--- src/rtl/servo_pwm_pkg.sv ---
// Shared defaults and width helpers for the servo/ESC PWM generator.
package servo_pwm_pkg;

  localparam int unsigned DEF_MIN_TICKS   = 255;
  localparam int unsigned DEF_FRAME_TICKS = 5100;
  localparam int unsigned DEF_NEUTRAL     = 127;

  // Bits needed to index n items, never less than one.
  function automatic int unsigned width_of(input int unsigned n);
    return (n <= 2) ? 1 : $clog2(n);
  endfunction

endpackage

--- src/rtl/servo_pwm_channel.sv ---
// One PWM channel: target/current registers, per-frame slew toward the
// effective target and the registered pulse compare.
module servo_channel
  import servo_pwm_pkg::*;
#(
  parameter int unsigned VAL_W     = 8,
  parameter int unsigned CNT_W     = 13,
  parameter int unsigned MIN_TICKS = DEF_MIN_TICKS,
  parameter int unsigned STEP      = 4,
  parameter int unsigned NEUTRAL   = DEF_NEUTRAL
) (
  input  logic             clk_255kHz,
  input  logic             reset,
  input  logic [CNT_W-1:0] count_i,
  input  logic             slew_i,
  input  logic             wr_i,
  input  logic [VAL_W-1:0] wr_data_i,
  input  logic             neutral_i,
  output logic             pwm_o,
  output logic [VAL_W-1:0] cur_o
);

  localparam logic [VAL_W-1:0] NEU = VAL_W'(NEUTRAL);
  // A step at least as large as the value range behaves like "no limit",
  // which is also how STEP = 0 is defined.
  localparam int unsigned STEP_C = (STEP == 0 || STEP >= 2 ** VAL_W) ? 2 ** VAL_W : STEP;
  localparam logic [VAL_W:0] STEP_X = (VAL_W + 1)'(STEP_C);

  logic [VAL_W-1:0] target_q, target_d;
  logic [VAL_W-1:0] cur_q, cur_d;
  logic             pwm_q;
  logic [VAL_W:0]   eff_x, cur_x, diff, next_x;
  logic [CNT_W-1:0] thresh;

  always_comb begin
    target_d = target_q;
    cur_d    = cur_q;
    eff_x    = {1'b0, (neutral_i ? NEU : target_q)};
    cur_x    = {1'b0, cur_q};
    diff     = '0;
    next_x   = cur_x;
    if (wr_i) target_d = wr_data_i;
    if (slew_i) begin
      if (eff_x >= cur_x) begin
        diff   = eff_x - cur_x;
        next_x = (diff <= STEP_X) ? eff_x : cur_x + STEP_X;
      end else begin
        diff   = cur_x - eff_x;
        next_x = (diff <= STEP_X) ? eff_x : cur_x - STEP_X;
      end
      cur_d = next_x[VAL_W-1:0];
    end
  end

  assign thresh = CNT_W'(MIN_TICKS) + CNT_W'(cur_q);

  always_ff @(posedge clk_255kHz) begin
    if (reset) begin
      target_q <= NEU;
      cur_q    <= NEU;
      pwm_q    <= 1'b0;
    end else begin
      target_q <= target_d;
      cur_q    <= cur_d;
      pwm_q    <= (count_i < thresh);
    end
  end

  assign pwm_o = pwm_q;
  assign cur_o = cur_q;

endmodule

--- src/rtl/servo_pwm_array.sv ---
// Multi-channel servo/ESC PWM generator: frame counter, write decode,
// write-timeout failsafe and one servo_channel per output.
module servo_pwm_array
  import servo_pwm_pkg::*;
#(
  parameter int unsigned NUM_CH         = 4,
  parameter int unsigned VAL_W          = 8,
  parameter int unsigned MIN_TICKS      = DEF_MIN_TICKS,
  parameter int unsigned FRAME_TICKS    = DEF_FRAME_TICKS,
  parameter int unsigned STEP           = 4,
  parameter int unsigned NEUTRAL        = DEF_NEUTRAL,
  parameter int unsigned TIMEOUT_FRAMES = 25
) (
  input  logic                        clk_255kHz,
  input  logic                        reset,
  input  logic                        wr_en,
  input  logic [width_of(NUM_CH)-1:0] wr_chan,
  input  logic [VAL_W-1:0]            wr_data,
  input  logic                        pause,
  output logic [NUM_CH-1:0]           pwm,
  output logic [NUM_CH*VAL_W-1:0]     cur_value,
  output logic                        frame_start,
  output logic                        timed_out
);

  localparam int unsigned CH_W  = width_of(NUM_CH);
  localparam int unsigned CNT_W = width_of(FRAME_TICKS);
  localparam int unsigned TO_W  = width_of(TIMEOUT_FRAMES + 1);
  localparam logic [CNT_W-1:0] LAST   = CNT_W'(FRAME_TICKS - 1);
  localparam logic [TO_W-1:0]  TO_MAX = TO_W'(TIMEOUT_FRAMES);

  if (MIN_TICKS + (2 ** VAL_W) - 1 >= FRAME_TICKS) begin : g_bad_timing
    $error("servo_pwm_array: longest pulse does not fit in the frame");
  end
  if (NEUTRAL >= 2 ** VAL_W) begin : g_bad_neutral
    $error("servo_pwm_array: NEUTRAL out of value range");
  end
  if (NUM_CH < 1 || NUM_CH > 16) begin : g_bad_num_ch
    $error("servo_pwm_array: NUM_CH must be 1..16");
  end

  logic [CNT_W-1:0] count_q, count_d;
  logic [TO_W-1:0]  to_cnt_q, to_cnt_d;
  logic             timed_out_q, timed_out_d;
  logic             frame_start_q;
  logic             wrap, wr_valid, go_neutral;

  assign wrap       = (count_q == LAST);
  assign wr_valid   = wr_en && (32'(wr_chan) < NUM_CH);
  assign go_neutral = pause | timed_out_q;
  assign count_d    = wrap ? '0 : count_q + 1'b1;

  // A valid write wins over a wrap on the same edge.
  always_comb begin
    to_cnt_d    = to_cnt_q;
    timed_out_d = timed_out_q;
    if (wr_valid) begin
      to_cnt_d    = '0;
      timed_out_d = 1'b0;
    end else if (wrap && TIMEOUT_FRAMES != 0) begin
      if (to_cnt_q != TO_MAX) to_cnt_d = to_cnt_q + 1'b1;
      if (to_cnt_d == TO_MAX) timed_out_d = 1'b1;
    end
  end

  always_ff @(posedge clk_255kHz) begin
    if (reset) begin
      count_q       <= '0;
      to_cnt_q      <= '0;
      timed_out_q   <= 1'b0;
      frame_start_q <= 1'b0;
    end else begin
      count_q       <= count_d;
      to_cnt_q      <= to_cnt_d;
      timed_out_q   <= timed_out_d;
      frame_start_q <= wrap;
    end
  end

  for (genvar gi = 0; gi < NUM_CH; gi++) begin : g_ch
    servo_channel #(
      .VAL_W    (VAL_W),
      .CNT_W    (CNT_W),
      .MIN_TICKS(MIN_TICKS),
      .STEP     (STEP),
      .NEUTRAL  (NEUTRAL)
    ) u_ch (
      .clk_255kHz(clk_255kHz),
      .reset     (reset),
      .count_i   (count_q),
      .slew_i    (wrap),
      .wr_i      (wr_valid && (wr_chan == CH_W'(gi))),
      .wr_data_i (wr_data),
      .neutral_i (go_neutral),
      .pwm_o     (pwm[gi]),
      .cur_o     (cur_value[gi*VAL_W +: VAL_W])
    );
  end

  assign frame_start = frame_start_q;
  assign timed_out   = timed_out_q;

endmodule

--- config.mk ---
export PLATFORM = sky130hd
export DESIGN_NAME = servo_pwm_array
export DESIGN_NICKNAME = d
export VERILOG_FILES = /design/src/rtl/servo_pwm_pkg.sv /design/src/rtl/servo_pwm_channel.sv /design/src/rtl/servo_pwm_array.sv
export SDC_FILE = /design/constraint.sdc
export NUM_CORES = 1
export LEC_CHECK = 0
export CORE_AREA = 2 2 122 124
export CTS_CLUSTER_DIAMETER = 80
export DETAILED_ROUTE_END_ITERATION = 10
export DIE_AREA = 0 0 124 126
export PLACE_DENSITY = 0.91
export SETUP_SLACK_MARGIN = 0.1
export SLEW_MARGIN = 30
export SYNTH_ARGS = -nofsm -noshare
export SYNTH_HDL_FRONTEND = slang
export SYNTH_SLANG_ARGS = --single-unit
--- constraint.sdc ---
create_clock -name clk_255kHz -period 5.5 [get_ports clk_255kHz]
set_clock_uncertainty 0.1 [all_clocks]
set_input_delay 1.1 -clock clk_255kHz [delete_from_list [all_inputs] [get_ports clk_255kHz]]
set_output_delay 1.1 -clock clk_255kHz [all_outputs]
set_load 0.01 [all_outputs]
**Yosys cells after proc, flatten, opt, wreduce, memory -nomap -nowiden**

Index checks and enable logic that the tools add are counted.
W data, S select, Z words.

- Register bits: 88

- Add/sub/neg operators: 22
- Order comparisons: 16
- Equal/unequal tests: 6
- Multiplexer cells: 19
- Bitwise logic cells: 1
- Reduce and logical (&&, ||, !) cells: 8

Operators with widths:

| operator | count |
|---|---|
| $mux W8 | 16 |
| $le A9 B3 Y1 const B | 8 |
| $sub A8 B8 Y9 | 8 |
| $lt A13 B13 Y1 | 4 |
| $add A8 B8 Y9 const A | 4 |
| $add A8 B3 Y8 const B | 4 |
| $ge A8 B8 Y1 | 4 |
| $sub A8 B3 Y8 const B | 4 |
| $mux W5 | 3 |
| $add A13 B1 Y13 const B | 1 |
| $eq A13 B13 Y1 const B | 1 |
| $add A5 B1 Y5 const B | 1 |
| $eq A5 B5 Y1 const B | 1 |
| $ne A5 B5 Y1 const B | 1 |
| $eq A2 B2 Y1 const B | 2 |
| $logic_and A1 B1 Y1 | 4 |
| $reduce_or A2 Y1 | 2 |
| $eq A2 B1 Y1 const B | 1 |
| $logic_not A2 Y1 | 1 |
| $reduce_and A2 Y1 | 1 |
| $or A1 B1 Y1 | 1 |

**Logic depth before layout (Yosys ltp)**

Gate-level depths: netlist (run 1).

- Depth after elaboration: 6
- Gate-level depth with buffers: 18
- Gate-level depth less buffers: 13

**Cells and area by module**

A second synthesis (run 1) with hierarchy kept.

- Cells, all modules: 1,110
- Area total of the unflattened synthesis: 8,609.5 sq um

By module, submodules not included:

| module | times used | cells an instance | area an instance (sq um) |
|---|---|---|---|
| servo_channel | 4 | 247 | 1,903.1 |
| servo_pwm_array | 1 | 122 | 997.2 |

**Worst setup path before layout (run 1)**

Ideal clock, no wire load.

- Kind: input port to flip-flop
- Start point: input pause
- End point: register g_ch[1].u_ch.cur_q[4]
- Setup time: 137 ps
- Data arrival time: 4,626 ps
- Data required time: 5,263 ps
- Slack: 637 ps
- Stages: 17
- Path buffers: 4
- Path through: buf_2 or2_2 clkbuf_1 buf_1 nor2_1 inv_1 ha_1 clkbuf_1 inv_1 o2bb2ai_1 a2111o_1 or4_4 nor4_4 nor2_2 and3_1 a2111oi_1 o22ai_1

- Word-level cells in the longest chain between the ends: 6
- Elaborated cells on any way between the ends: 10
- Classes of those cells: add/sub: 2; order compare: 3; mux: 4; bitwise: 1

Ends and longest elaborated chain:

| what | RTL line | RTL |
|---|---|---|
| start: declaration | servo_pwm_array.sv:19 | `input logic pause,` |
| $or A1 B1 Y1 (*) | servo_pwm_array.sv:50 | `assign go_neutral = pause \| timed_out_q;` |
| $mux W8 (*) | servo_pwm_channel.sv:38 | `eff_x = {1'b0, (neutral_i ? NEU : target_q)};` |
| $sub A8 B8 Y9 (on tied branches) | servo_pwm_channel.sv:48, servo_pwm_channel.sv:45 |  |
| $le A9 B3 Y1 (on tied branches) | servo_pwm_channel.sv:49, servo_pwm_channel.sv:46 |  |
| $mux W8 (on tied branches) | servo_pwm_channel.sv:49, servo_pwm_channel.sv:46 |  |
| $mux W8 (*) | servo_pwm_channel.sv:44 | `if (eff_x >= cur_x) begin` |
| end signal: assignment | servo_pwm_channel.sv:64 | `cur_q <= cur_d;` |
| end: declaration | servo_pwm_channel.sv:30 | `logic [VAL_W-1:0] cur_q, cur_d;` |

Mark *: on every way between the ends. The rest lies on a longest branch, timed or not.
A chain may end at the register's enable or synchronous reset.

**Worst setup path in the final report (run 1)**

- Start point: input pause
- End point: register g_ch[1].u_ch.cur_q[2]

The elaborated chain is that of the path after synthesis.

==> results.yml, run 1 <==
cts:
  cts.sinks: 88
  numCtsBuffers: 9
  clock_latency_ns: 0.36
  post_cts_buffers: 0
  cts_max_level: 3
  tritoncts: "yes"
  cts_resized: 0
  clockBufferDepth: 2
  holdBufCountCts: 0
  clk_pin_slew_ns: 0.07
  clock-root-buffer: "clkbuf_16"
sta:
  max_freq_mhz: 206
  tightest_slew_ns: 0.902
  fin_crit_ns: 4.85
  slew_viol_final: 0
  finalCritPeriodShare: 0.883
  setup_tns_ns: 0
  grt_setup_unrepaired: "false"
  slew_headroom: 0.390
  finalSetupViolCount: 0
  hold_viol: 0
power_and_ir_drop:
  switching_share: 0.309
  ir_drop_v: 0.000169
  p_comb_frac: 0.224
  clock_power_share: 0.372
  seqPwrFrac: 0.404
  powerDensity_nw_per_um2: 176
  p_int_mw: 1.14
  power.leakage_nw: 4.15
  switchingPower_uw: 510
global_route:
  use_met3: 0.0448
  first_global_vias: 8026
  gr-total-overflow: 0
  grt_first_pass_wirelength_mm: 39.6
  met1_usage: 0.424
  antenna_found_initial: 1
  grt_max_degree: 57
  groute.layer.met2.usage: 0.491
  grt-busiest-layer: "met2"
  grt_util_all_layers: 0.316
routing:
  drc: 0
  dr.pass1.iters: 6
  via_count: 8705
  wl_per_cell_um: 18.6
  detail-route-antenna-nets: 0
  drtIter0Drc: 1064
  postRouteWirelength_mm: 24.6
  vias_per_cell: 6.57
yosys:
  ys_async_sr_fraction: 0
  ys_seq_area_frac: 0.208
  synth_area_um2: 8450
  ys_types: 84
  synth.most_common_cell: "nand2_1"
  synthCells: 1116
  synth_ff_type: "dfxtp_1"
  netlist.area_leader.share: 0.208
  synth_edf_count: 0
  avgSynthCellArea_um2: 7.57
  ys_seq_elements: 88
  synth_common_cells: "117 x nand2_1, 93 x nor2_1, 88 x dfxtp_1"
  synth.largest_area_cell: "dfxtp_1"
  ys_warn_count: 0
  synth.area.top_cells: "dfxtp_1 21%, ha_1 13%, xnor2_1 5.8%, nand2_1 5.2%, nor2_1 4.1%"
  syn_nets: 1217
placement:
  io_buffers: 51
  placed_area_um2: 9090
  gp_congestion: 0.974
  place_hpwl_mm: 17.6
critical_path:
  crit_family: "simple AND/OR/NAND/NOR gates"
  path_class: "in2reg"
  start_kind: "input pin"
  cp_slowest_stage_delay_ns: 0.48
  arrival_ns: 5.00
  cpMaxStageDelayCell: "ha_1"
  crit_fanout: 30
  endpoint_kind: "flop"
  cp.required_ns: 5.65
  path_buf_inv: 3
  path_cells: "clkdlybuf4s50_1 -> buf_4 -> or3_1 -> ha_1 -> and3_1 -> a2111oi_0 -> a2111o_1 -> or4_4 -> nor4_4 -> nor2_2 -> buf_4 -> nor2_2 -> a211oi_1 -> a211o_1"
finish:
  area_growth_pct: 10.8
  nets: 1239
  fin_area_um2: 9370
  drive_gt1_frac: 0.0570
  diodes: 0
  n_fill_cell: 1202
  post-route-util: 0.654
floorplanning:
  fp.dieW_um: 124
  dieArea_um2: 15600
  pin_count: 52
  row_count: 44
  start_util: 0.590
  core_um2: 14300
  fp.dieH_um: 126
run_status:
  outcome: "complete, no violations"
run:
  max_cap_violations: 0
worst_hold_path:
  hold_path.class: "reg2reg"
-- cells in the final DEF, fill, tap and decap left out, types with 13 or more instances in the layout --
| cell type | count |
|---|---|
| nor2b_1 | 20 |
| nor2_1 | 92 |
| clkdlybuf4s50_1 | 50 |
| and3_1 | 13 |
| a211oi_1 | 23 |
| inv_1 | 64 |
| mux2i_1 | 13 |
| a31oi_1 | 13 |
| xor2_1 | 13 |
| o21ai_0 | 36 |
| nand2b_1 | 28 |
| nand3b_1 | 27 |
| ha_1 | 87 |
| a21oi_1 | 50 |
| a211o_1 | 15 |
| nand2_1 | 117 |
| xnor2_1 | 56 |
| buf_4 | 18 |
| o21a_1 | 30 |
| nor3_1 | 40 |
| dfxtp_1 | 88 |
| nand3_1 | 37 |
| or3_1 | 20 |
-- worst paths after layout --
check                                              start                       end  slack, ns  cells past startpoint
worst max-delay path                               pause     g_ch[1].u_ch.cur_o[2]       0.65                     14
worst max register to register                 timed_out     g_ch[1].u_ch.cur_o[4]       1.36                     13
worst min-delay path            g_ch[1].u_ch.target_q[7]  g_ch[1].u_ch.target_q[7]       0.36                      2
worst min register to register  g_ch[1].u_ch.target_q[7]  g_ch[1].u_ch.target_q[7]       0.36                      2
-- area by class of cell --
cell class / count / area (um2) / share of cell area
clock buffer: 12 / 267 / 0.0284
multi-input combinational: 903 / 6200 / 0.662
tap: 184 / 230 / 0.0246
timing repair buffer: 69 / 641 / 0.0684
clock inverter: 2 / 15.0 / 0.00160
inverter: 67 / 251 / 0.0268
sequential: 88 / 1760 / 0.188
-- registers in the layout, indices dropped and copies added (netlist names) --
name                count
g_ch.u_ch.cur_o        32
g_ch.u_ch.target_q     32
timed_out               1
frame_start             1
to_cnt_q                5
g_ch.u_ch.pwm_o         4
count_q                13
-- per-stage QoR --
step | std cells | hold WS, ns | setup WS, ns | total power, mW
floorplan | 1116 | 0.331 | 0.637 | 0.943
global placement | 1311 | 0.344 | 0.476 | 1.03
detailed placement | 1311 | 0.352 | 0.405 | 1.04
CTS | 1325 | 0.362 | 0.758 | 1.63
global route | 1325 | 0.382 | 0.443 | 1.70
finish | 1325 | 0.364 | 0.646 | 1.65
-- power groups by stage --
| stage | Clock (mW) | Combinational (mW) | Sequential, mW |
|---|---|---|---|
| after floorplan | 0 | 0.267 | 0.675 |
| after global placement | 0 | 0.348 | 0.680 |
| after detailed placement | 0 | 0.355 | 0.681 |
| after CTS | 0.609 | 0.359 | 0.667 |
| after global routing | 0.633 | 0.401 | 0.669 |
| final | 0.615 | 0.370 | 0.667 |
-- layer usage --
layer | routed length, um | part of all wire | vias to the layer above
li1 | - | - | 4071
met1 | 10100 | 0.41 | 4072
met2 | 11200 | 0.45 | 483
met3 | 2320 | 0.094 | 79
met4 | 1050 | 0.042 | 0
met5 | 0 | 0 | -
-- worst min-delay path, cell delays in order, from the launching register on --
cell and delay [ns]:
dfxtp_1 0.32, nand2_1 0.05, a21oi_1 0.05
-- kinds of logic after synthesis --
kind of cell,count (synthesis),synth area share
flip-flops,88,0.208
adder cells (fa/ha/maj),87,0.129
buffers and inverters,125,0.0580
multiplexers,17,0.0212
AO/OA/AOI/OAI,273,0.229
AND/OR/NAND/NOR,457,0.283
XOR/XNOR,69,0.0715
(Power assumes the default switching activity.)
==> inputs of run 2 (changes only) <==
--- a/config.mk
+++ b/config.mk
@@ -5,10 +5,13 @@
 export SDC_FILE = /design/constraint.sdc
 export NUM_CORES = 1
 export LEC_CHECK = 0
-export CORE_AREA = 2 2 122 124
+export ABC_CLOCK_PERIOD_IN_PS = 5500
+export CELL_PAD_IN_SITES_DETAIL_PLACEMENT = 0
+export CELL_PAD_IN_SITES_GLOBAL_PLACEMENT = 2
+export CORE_AREA = 2 2 157 159
 export CTS_CLUSTER_DIAMETER = 80
 export DETAILED_ROUTE_END_ITERATION = 10
-export DIE_AREA = 0 0 124 126
+export DIE_AREA = 0 0 159 161
 export PLACE_DENSITY = 0.91
 export SETUP_SLACK_MARGIN = 0.1
 export SLEW_MARGIN = 30
==> results.yml, run 2 (same netlist as run 1, synthesis figures left out) <==
run_status:
  outcome: "complete, no violations"
critical_path:
  cp_slowest_stage_delay_ns: 0.56
  path_class: "in2reg"
  cpMaxStageDelayCell: "ha_1"
  start_kind: "input pin"
  endpoint_kind: "flop"
  arrival_ns: 5.02
  path_cells: "clkdlybuf4s50_1 -> buf_4 -> or3_1 -> ha_1 -> and3_1 -> a2111oi_0 -> a2111o_1 -> or4_4 -> nor4_4 -> nor2_2 -> buf_4 -> nor2_2 -> a211oi_1 -> a211o_1"
  cp.required_ns: 5.65
  crit_fanout: 30
global_route:
  gr-total-overflow: 0
  antenna_found_initial: 0
  grt_first_pass_wirelength_mm: 41.3
  first_global_vias: 7504
  grt_util_all_layers: 0.200
  grt_max_degree: 57
sta:
  max_freq_mhz: 205
  slew_viol_final: 0
  finalCritPeriodShare: 0.886
  slew_headroom: 0.580
  setup_tns_ns: 0
  hold_viol: 0
  grt_setup_unrepaired: "false"
  finalSetupViolCount: 0
  tightest_slew_ns: 0.626
  fin_crit_ns: 4.87
power_and_ir_drop:
  ir_drop_v: 0.000132
  clock_power_share: 0.373
  power.leakage_nw: 4.16
  seqPwrFrac: 0.404
  switchingPower_uw: 505
  p_comb_frac: 0.223
  powerDensity_nw_per_um2: 173
  p_int_mw: 1.15
  switching_share: 0.306
worst_hold_path:
  hold_path.class: "reg2reg"
floorplanning:
  dieArea_um2: 25600
  start_util: 0.353
  core_um2: 24000
  row_count: 57
  pin_count: 52
  fp.dieH_um: 161
  fp.dieW_um: 159
routing:
  wl_per_cell_um: 17.8
  postRouteWirelength_mm: 26.1
  detail-route-antenna-nets: 0
  via_count: 8202
  vias_per_cell: 5.58
  drtIter0Drc: 585
  dr.pass1.iters: 5
  drc: 0
finish:
  multi_input_area_um2: 6200
  final_cell_mix: "117 x nand2_1, 93 x nor2_1, 88 x dfxtp_1"
  diodes: 0
  n_fill_cell: 2547
  finalNonFillerCells: 1469
  area_growth_pct: 13.1
  nets: 1241
  final_common_cell: "nand2_1"
  drive_gt1_frac: 0.0576
  regArea_um2: 1760
cts:
  tritoncts: "yes"
  clock-root-buffer: "clkbuf_16"
  clk_pin_slew_ns: 0.07
  holdBufCountCts: 0
  numCtsBuffers: 9
  cts_max_level: 3
  post_cts_buffers: 0
  clock_latency_ns: 0.35
  clockBufferDepth: 2
  cts.sinks: 88
  cts_resized: 0
placement:
  place_hpwl_mm: 19.3
  dp.cells: 1453
  gp_congestion: 0.869
  io_buffers: 51
run:
  max_cap_violations: 0
run 2: cell count changes in the layout (fill, tap and decap cells not counted):
cell        change
clkinv_2        +1
clkinvlp_4      -1
nor2_1          +1
clkbuf_1        +2
buf_4           +2
nor2_2          -1
run 2: layer usage:
metal	share of wire	wire [um]	global-route usage	up-vias
met3	0.054	1400	0.0249	34
li1	-	-	-	4079
met5	0	0	0	-
met2	0.45	11700	0.326	244
met1	0.48	12400	0.279	3845
met4	0.023	595	0.0583	0
run 2: worst max-delay path: cells and delay by family:
family / cells / cell delay [ns]
buffers and inverters: 3 / 0.90
and+or+nand+nor: 6 / 1.62
AOI/OAI and AO/OA: 4 / 0.82
adders and majority gates: 1 / 0.56
run 2: path summary, 6_finish.rpt:
kind                       startpoint                        to  slack [ns]  cells past startpoint
max                             pause     g_ch[1].u_ch.cur_o[2]        0.63                     14
min          g_ch[2].u_ch.target_q[7]  g_ch[2].u_ch.target_q[7]        0.36                      2
max reg2reg                 timed_out     g_ch[1].u_ch.cur_o[2]        1.23                     13
min reg2reg  g_ch[2].u_ch.target_q[7]  g_ch[2].u_ch.target_q[7]        0.36                      2
run 2: area by class of cell:
class | count | area share
Tap cell | 324 | 0.0424
Sequential cell | 88 | 0.184
Clock inverter | 2 | 0.00131
Multi-Input combinational cell | 903 | 0.648
Timing Repair Buffer | 71 | 0.0686
Inverter | 67 | 0.0263
Clock buffer | 14 | 0.0287
run 2: power groups by stage:
stage	Clock (mW)	Combinational (mW)	Sequential, mW
6_report	0.617	0.368	0.667
5_1_grt	0.650	0.404	0.669
4_1_cts	0.627	0.364	0.667
3_5_place_dp	0	0.362	0.681
3_3_place_gp	0	0.362	0.681
2_1_floorplan	0	0.267	0.675
run 2: per-stage QoR:
stage               hold WS (ns)  instance area [um2]  setup WS [ns]  power [mW]  utilization
floorplan                  0.331                 8450          0.637       0.943            -
global route               0.386                 9560          0.331        1.72        0.399
CTS                        0.362                 9560          0.704        1.66        0.399
finish                     0.361                 9560          0.628        1.65        0.399
detailed placement         0.353                 9270          0.333        1.04        0.387
global placement           0.345                 9270          0.388        1.04        0.387
==> inputs of run 3 (changes only) <==
--- a/config.mk
+++ b/config.mk
@@ -5,13 +5,14 @@
 export SDC_FILE = /design/constraint.sdc
 export NUM_CORES = 1
 export LEC_CHECK = 0
-export ABC_CLOCK_PERIOD_IN_PS = 5500
+export ABC_CLOCK_PERIOD_IN_PS = 5200
 export CELL_PAD_IN_SITES_DETAIL_PLACEMENT = 0
 export CELL_PAD_IN_SITES_GLOBAL_PLACEMENT = 2
 export CORE_AREA = 2 2 157 159
 export CTS_CLUSTER_DIAMETER = 80
 export DETAILED_ROUTE_END_ITERATION = 10
 export DIE_AREA = 0 0 159 161
+export HOLD_SLACK_MARGIN = 0.08
 export PLACE_DENSITY = 0.91
 export SETUP_SLACK_MARGIN = 0.1
 export SLEW_MARGIN = 30
==> constraint.sdc (replaced) <==
create_clock -name clk_255kHz -period 5.2 [get_ports clk_255kHz]
set_clock_uncertainty 0.1 [all_clocks]
set_input_delay 1.04 -clock clk_255kHz [delete_from_list [all_inputs] [get_ports clk_255kHz]]
set_output_delay 1.04 -clock clk_255kHz [all_outputs]
set_load 0.01 [all_outputs]
==> results.yml, run 3 (same netlist as run 1, synthesis figures left out) <==
critical_path:
  start_kind: "input pin"
  path_common_cell: "inv_1"
  crit_fanout: 12
  path_class: "in2reg"
  endpoint_kind: "flop"
  path_cells: "clkdlybuf4s50_1 -> or2_2 -> nor2_1 -> inv_1 -> ha_1 -> inv_1 -> o32ai_1 -> a41o_1 -> mux2i_1 -> a211oi_1 -> a21boi_2 -> nor2_2 -> a2111oi_1 -> o22ai_1"
  cpMaxStageDelayCell: "a21boi_2"
  cp_slowest_stage_delay_ns: 0.48
  arrival_ns: 4.85
  cp.required_ns: 5.32
floorplanning:
  pin_count: 52
  core_um2: 24000
  dieArea_um2: 25600
  fp.dieW_um: 159
  fp.dieH_um: 161
  start_util: 0.353
  row_count: 57
cts:
  clock_latency_ns: 0.35
  numCtsBuffers: 9
  cts.sinks: 88
  clk_pin_slew_ns: 0.06
  cts_max_level: 3
  clockBufferDepth: 2
  post_cts_buffers: 0
  holdBufCountCts: 0
  cts_resized: 0
  tritoncts: "yes"
  clock-root-buffer: "clkbuf_16"
finish:
  finalNonFillerCells: 1476
  nets: 1249
  drive_gt1_frac: 0.0651
  final_common_cell: "nand2_1"
  diodes: 0
  final_cell_mix: "117 x nand2_1, 93 x nor2_1, 88 x dfxtp_1"
  post-route-util: 0.403
  area_growth_pct: 14.2
  n_fill_cell: 2496
placement:
  io_buffers: 51
  dp.cells: 1461
  place_hpwl_mm: 19.6
  gp_congestion: 0.852
run_status:
  outcome: "complete, no violations"
sta:
  setup_tns_ns: 0
  slew_viol_final: 0
  slew_headroom: 0.409
  hold_viol: 0
  grt_setup_unrepaired: "false"
  tightest_slew_ns: 0.887
  fin_crit_ns: 4.73
  finalSetupViolCount: 0
  finalCritPeriodShare: 0.909
  max_freq_mhz: 212
power_and_ir_drop:
  powerDensity_nw_per_um2: 186
  seqPwrFrac: 0.393
  switchingPower_uw: 536
  power.leakage_nw: 4.22
  switching_share: 0.298
  p_int_mw: 1.26
  clock_power_share: 0.390
  p_comb_frac: 0.218
  ir_drop_v: 0.000114
routing:
  via_count: 8323
  vias_per_cell: 5.64
  postRouteWirelength_mm: 26.3
  detail-route-antenna-nets: 0
  drc: 0
  drtIter0Drc: 612
  dr.pass1.iters: 5
  wl_per_cell_um: 17.8
global_route:
  grt_max_degree: 57
  gr-total-overflow: 0
  grt_util_all_layers: 0.204
  antenna_found_initial: 0
  first_global_vias: 7740
  grt_first_pass_wirelength_mm: 42.2
worst_hold_path:
  hold_path.class: "reg2reg"
run:
  max_cap_violations: 0
-- run 3: cell count changes in the layout (fill, tap and decap cells not counted) --
cell,delta
buf_4,+7
clkbuf_1,-2
buf_12,+1
bufinv_16,+1
clkinv_2,+1
clkinvlp_4,-1
-- run 3: cell type report --
| class | instances | area, um2 | area share |
|---|---|---|---|
| Tap cell | 324 | 405 | 0.0420 |
| Timing Repair Buffer | 79 | 728 | 0.0754 |
| Multi-Input combinational cell | 903 | 6200 | 0.642 |
| Clock buffer | 12 | 267 | 0.0276 |
| Inverter | 67 | 251 | 0.0261 |
| Sequential cell | 88 | 1760 | 0.183 |
| Clock inverter | 3 | 40.0 | 0.00415 |
-- run 3: power groups by stage --
| stage | Sequential (mW) | Combinational (mW) | Clock, mW |
|---|---|---|---|
| after floorplan | 0.714 | 0.283 | 0 |
| after global placement | 0.721 | 0.387 | 0 |
| after detailed placement | 0.721 | 0.387 | 0 |
| after CTS | 0.706 | 0.388 | 0.712 |
| after global routing | 0.708 | 0.431 | 0.745 |
| final | 0.706 | 0.391 | 0.700 |
-- run 3: through the flow --
step           total power [mW]  instance area, um2  setup slack (ns)  hold WS, ns
2_1_floorplan             0.997                8450             0.397        0.331
3_3_place_gp               1.11                9350             0.212        0.346
3_5_place_dp               1.11                9350             0.160        0.352
4_1_cts                    1.81                9650             0.516        0.361
5_1_grt                    1.88                9650             0.187        0.371
6_report                   1.80                9650             0.474        0.360
-- run 3: metal layers --
metal | global-route usage | routed length [um] | part of all wire
met5 | 0 | 0 | 0
met4 | 0.0752 | 788 | 0.030
met3 | 0.0285 | 1320 | 0.050
met2 | 0.330 | 11800 | 0.45
met1 | 0.277 | 12500 | 0.47
-- run 3: final timing paths --
kind                                               start                        to  slack [ns]  cells past startpoint
worst max register to register                 timed_out     g_ch[1].u_ch.cur_o[4]        0.99                     13
worst max-delay path                               pause     g_ch[1].u_ch.cur_o[4]        0.47                     14
worst min register to register  g_ch[1].u_ch.target_q[7]  g_ch[1].u_ch.target_q[7]        0.36                      2
worst min-delay path            g_ch[1].u_ch.target_q[7]  g_ch[1].u_ch.target_q[7]        0.36                      2
-- run 3: critical path: cells and delay by family --
family,cells,cell delay [ns]
compound gates,6,1.76
buf+inv,3,0.72
simple gates,3,0.66
fa+ha+maj,1,0.47
mux,1,0.19
